==> config.mk <==
export PLATFORM = sky130hd
export DESIGN_NAME = fetch_sequencer
export DESIGN_NICKNAME = d
export VERILOG_FILES = /design/src/rtl/fetch_sequencer.sv
export SDC_FILE = /design/constraint.sdc
export NUM_CORES = 1
export LEC_CHECK = 0
export BUFFER_PORTS_ARGS = -buffer_cell sky130_fd_sc_hd__clkbuf_2
export CORE_MARGIN = 4
export CORE_UTILIZATION = 35
export CTS_CLUSTER_SIZE = 40
export DETAILED_ROUTE_END_ITERATION = 10
export HOLD_SLACK_MARGIN = 0.03
export PLACE_DENSITY = 0.6
export SLEW_MARGIN = 20
export SYNTH_ARGS = -nofsm -noshare
export SYNTH_HDL_FRONTEND = slang
export SYNTH_SLANG_ARGS = --single-unit
==> constraint.sdc <==
create_clock -name clk -period 2.5 [get_ports clk]
set_input_delay 0.125 -clock clk [delete_from_list [all_inputs] [get_ports clk]]
set_output_delay 0.125 -clock clk [all_outputs]
set_load 0.01 [all_outputs]
==> src/rtl/fetch_sequencer.sv <==
// fetch_sequencer
// ---------------------------------------------------------------------------
// Instruction fetch sequencer for a small 16-bit machine with an 8-bit
// address space. Fetches one word per cycle from a combinational-read
// instruction memory into an instruction register. It handles beqz
// redirects (opcode 4'b1001, 4-bit signed PC-relative offset) and halt
// (opcode 4'b1100).
//
// Ports
//   clk          : single clock, all state changes on rising edge
//   reset        : synchronous, active-high reset
//   start        : one-cycle pulse; begins execution at address 0 from IDLE/HALT
//   stall        : datapath back-pressure; freezes all sequencer state
//   branch_taken : datapath reports the beqz condition in ir is true
//   imem_addr    : instruction memory address (equals pc)
//   imem_inst    : instruction word returned for imem_addr (same cycle)
//   ir           : registered instruction presented to the datapath
//   ir_pc        : address ir was fetched from
//   ir_valid     : ir holds a live instruction this cycle
//   halted       : high while in HALT
//   retired      : valid instructions presented since start (saturating)
// ---------------------------------------------------------------------------
module fetch_sequencer (
    input  logic        clk,
    input  logic        reset,
    input  logic        start,
    input  logic        stall,
    input  logic        branch_taken,
    output logic [7:0]  imem_addr,
    input  logic [15:0] imem_inst,
    output logic [15:0] ir,
    output logic [7:0]  ir_pc,
    output logic        ir_valid,
    output logic        halted,
    output logic [15:0] retired
);

    localparam logic [3:0] OP_BEQZ = 4'b1001;
    localparam logic [3:0] OP_HALT = 4'b1100;

    typedef enum logic [1:0] {
        IDLE  = 2'd0,
        FETCH = 2'd1,
        HALT  = 2'd2
    } state_t;

    state_t      state_reg;
    logic [7:0]  pc_reg;
    logic [15:0] ir_reg;
    logic [7:0]  ir_pc_reg;
    logic        ir_valid_reg;
    logic        halted_reg;
    logic [15:0] retired_reg;

    logic        redirect;
    logic        halt_hit;
    logic [7:0]  offset_sext;
    logic [7:0]  branch_target;

    // Redirect/halt only act on a live instruction in a non-stalled cycle.
    assign redirect = ir_valid_reg && (ir_reg[15:12] == OP_BEQZ) && branch_taken && !stall;
    assign halt_hit = ir_valid_reg && (ir_reg[15:12] == OP_HALT) && !stall;

    // Sign-extend the 4-bit beqz offset to 8 bits.
    assign offset_sext[3:0] = ir_reg[3:0];
    generate
        for (genvar gi = 4; gi < 8; gi++) begin : g_sext
            assign offset_sext[gi] = ir_reg[3];
        end
    endgenerate

    // 8-bit add wraps modulo 256 naturally.
    assign branch_target = ir_pc_reg + offset_sext;

    always_ff @(posedge clk) begin
        if (reset) begin
            state_reg    <= IDLE;
            pc_reg       <= 8'd0;
            ir_reg       <= 16'd0;
            ir_pc_reg    <= 8'd0;
            ir_valid_reg <= 1'b0;
            halted_reg   <= 1'b0;
            retired_reg  <= 16'd0;
        end else begin
            case (state_reg)
                IDLE, HALT: begin
                    if (start) begin
                        state_reg    <= FETCH;
                        pc_reg       <= 8'd0;
                        ir_valid_reg <= 1'b0;
                        retired_reg  <= 16'd0;
                        halted_reg   <= 1'b0;
                    end
                end
                FETCH: begin
                    if (!stall) begin
                        // The instruction currently in ir is consumed this cycle.
                        if (ir_valid_reg && (retired_reg != 16'hFFFF)) begin
                            retired_reg <= retired_reg + 16'd1;
                        end
                        if (halt_hit) begin
                            state_reg    <= HALT;
                            halted_reg   <= 1'b1;
                            ir_valid_reg <= 1'b0;
                        end else if (redirect) begin
                            // The word read at pc this cycle is dropped.
                            pc_reg       <= branch_target;
                            ir_valid_reg <= 1'b0;
                        end else begin
                            ir_reg       <= imem_inst;
                            ir_pc_reg    <= pc_reg;
                            ir_valid_reg <= 1'b1;
                            pc_reg       <= pc_reg + 8'd1;
                        end
                    end
                end
                default: begin
                    state_reg <= IDLE;
                end
            endcase
        end
    end

    assign imem_addr = pc_reg;
    assign ir        = ir_reg;
    assign ir_pc     = ir_pc_reg;
    assign ir_valid  = ir_valid_reg;
    assign halted    = halted_reg;
    assign retired   = retired_reg;

endmodule

==> results.txt <==
Count leader, synth: nand2_1
DRT antenna net count: 0
Synth Cell Area: 2660 sq um
PnR Total Power: 1.54 mW
Placer Congestion: 0.804
Vias: 2643
Initial antenna violation count: 0
Die Area: 9040 sq um
Synth Net Count: 364
Number of flops mapped to enable cells by yosys: 0
M2 GR Usage: 26.0%
DP Wirelength: 5240 um
Maxcap violations: 0
Crit path buf inv count: 0
Largest net degree at the start of global routing: 25
Synth unique cells: 50
Flops & latches, synth: 52
GRT Total Usage: 16.6%
Post-CTS Setup Bufs: 0
Clock Skew: 0.00682 ns
Vias in the first global route: 2507
GRT Max-Usage Layer: met2
Main synth FF type: dfxtp_1
Arrival time of the worst setup path: 2.47 ns
Synth cell count leaders: 74 x nand2_1, 52 x dfxtp_1, 46 x a21oi_1
Rows: 31
Crit Path Max Fanout: 6
Synth area leader: dfxtp_1
CTS Buffer Depth: 2
Least-Margin Pin Slew: 0.560 ns
Worst hold stages: 3
Crit-path max cell delay: 0.51 ns
Final setup TNS: 0 ns
Max-slew headroom: 62.3%
Crit end category: flop
Syn. warnings: 0
Layout cells sized above 1: 23.5%
Delay-heaviest family, CP: simple AND/OR/NAND/NOR gates
TritonCTS Buffers: 5
Clock slew at reported path FFs: 0.10 ns
WL final: 7180 um
Skew-Pair Late Insertion Delay: 0.31 ns
Max Clock Freq: 442 MHz
Chip width: 95.1 um
Min Clock Period, post-route: 2.26 ns
Initial DRC Count: 109
Met3 GRT Util: 4.10%
Worst reg-to-reg path cell count: 6
Max Slew Vio Count: 0
PostCTS Resize Cnt: 0
DR vias/cell: 5.12
Unrepaired setup endpoints after global routing: no
Fin nets: 447
H-tree depth: 2
Avg Inst Size Synth: 7.97 sq um
Total clock sinks: 52
WS Path Type: reg -> reg
TritonCTS clock tree: yes
Final setup viols: 0
Leakage power: 1.41 nW
Post-DR wirelength/cell: 13.9 um
Critical Path RT: 2.71 ns
Global-route wire length before repair: 12100 um
FFs w/ async S/R, synth: 0%
Core area: 7330 sq um
M1 GR Usage: 22.7%
Root Driver: clkbuf_8
Fin crit share: 90.5%
Drt drc: 0
Overflow after GRT: 0
Crit-path cells: ha_1 > nand3_1 > or3_4 > or4_4 > a21o_1 > mux2_4
Port bufs: 70
Synth area leaders: dfxtp_1 39%, nand2_1 10%, a21oi_1 8.7%, ha_1 4.2%, nand3_1 3.8%
HP Class: in -> reg
Status: completed
Share of the synthesized area in the top cell type: 39.2%
Syn Inst Count: 333
Register area share after synthesis: 39.2%
Number of diodes: 0
Crit path launch type: flop
Critical-path top delay cell: or4_4
Initial Utilization: 36.2%
P per Cell Area: 457 nW/um^2
Layout area overhead: 26.9%
DIE HEIGHT: 95.1 um
Drt pass-1 iters: 4
CP Depth: 6
Top-level I/O count: 71
Worst VDD drop: 0.000260 V
Hold Vio Cnt, Final: 0
## cells by family (layout without fill, tap and decap cells)
family,count (synthesis),count (layout),synth area share (%)
and+or+nand+nor,152,152,27.4
AOI/OAI and AO/OA,87,87,20.3
DFF,52,52,39.2
buffers and inverters,17,101,2.45
adders and majority gates,10,10,5.00
muxes,9,9,3.63
xor gates and xnor gates,6,6,1.98
## path summary, 6_finish.rpt
path	from	endpoint	slack, ns
min reg2reg	ir[4]$_SDFFE_PP0P_	ir[4]$_SDFFE_PP0P_	0.46
min	imem_inst[11]	ir[11]$_SDFFE_PP0P_	0.04
max	retired[0]$_SDFFE_PP0P_	retired[12]$_SDFFE_PP0P_	0.24
max reg2reg	retired[0]$_SDFFE_PP0P_	retired[12]$_SDFFE_PP0P_	0.24
## final cells by class
| class | count | area [sq um] |
|---|---|---|
| multi-input combinational | 264 | 1550 |
| fill | 718 | 3960 |
| tap | 99 | 124 |
| clock inverter | 2 | 13.8 |
| sequential | 52 | 1040 |
| inverter | 1 | 3.75 |
| clock buffer | 6 | 82.6 |
| timing repair buffer | 92 | 556 |
## cell usage in the layout, fill, tap and decap left out, types with 4 or more instances in the layout
cell type / synthesis / layout
ha_1: 9 / 9
mux2i_1: 7 / 7
dfxtp_1: 52 / 52
o211ai_1: 6 / 6
nand2b_1: 6 / 6
nand3_1: 20 / 20
nor4_1: 4 / 4
dlygate4sd3_1: 0 / 11
a21oi_1: 46 / 46
o21ai_0: 4 / 4
a21o_1: 4 / 4
buf_4: 0 / 10
clkbuf_8: 0 / 6
nand2_1: 74 / 74
a31oi_1: 6 / 6
nor3_1: 6 / 6
a211oi_1: 6 / 6
nor2_1: 18 / 18
clkbuf_2: 0 / 70
## where the power goes
| part | total [mW] | switching [mW] | internal (mW) |
|---|---|---|---|
| combinational | 0.172 | 0.0983 | 0.0733 |
| clock | 0.514 | 0.287 | 0.227 |
| sequential | 0.854 | 0.0123 | 0.842 |
| total | 1.54 | 0.397 | 1.14 |
## layer usage
metal | part of all wire (%) | wire length [um] | vias up
li1 | - | - | 1362
met1 | 48 | 3460 | 1220
met2 | 45 | 3250 | 52
met3 | 4.9 | 351 | 9
met4 | 1.5 | 106 | 0
met5 | 0 | 0 | -
## metrics by stage
stage / std cells / area [sq um] / setup WS (ns) / hold WS, ns / utilization (%)
5_1_grt: 516 / 3370 / 0.0882 / 0.0377 / 46.0
6_report: 516 / 3370 / 0.236 / 0.0399 / 46.0
4_1_cts: 516 / 3370 / 0.242 / 0.0329 / 46.0
3_3_place_gp: 497 / 3160 / 0.303 / 0.348 / 43.1
3_5_place_dp: 497 / 3160 / 0.259 / 0.353 / 43.1
2_1_floorplan: 333 / 2660 / 0.290 / 0.261 / -
## worst min-delay path, cell delays in order
cell,delay (ns)
clkbuf_2,0.08
nand2_1,0.04
a21oi_1,0.05
## what timing repair did
item / in CTS / in global routing
endpoints found under the setup margin: 0 / 0
endpoints found under the hold margin: 11 / 0
hold buffers: 11 / 0
Note: power is estimated with default switching activity, not from simulation.
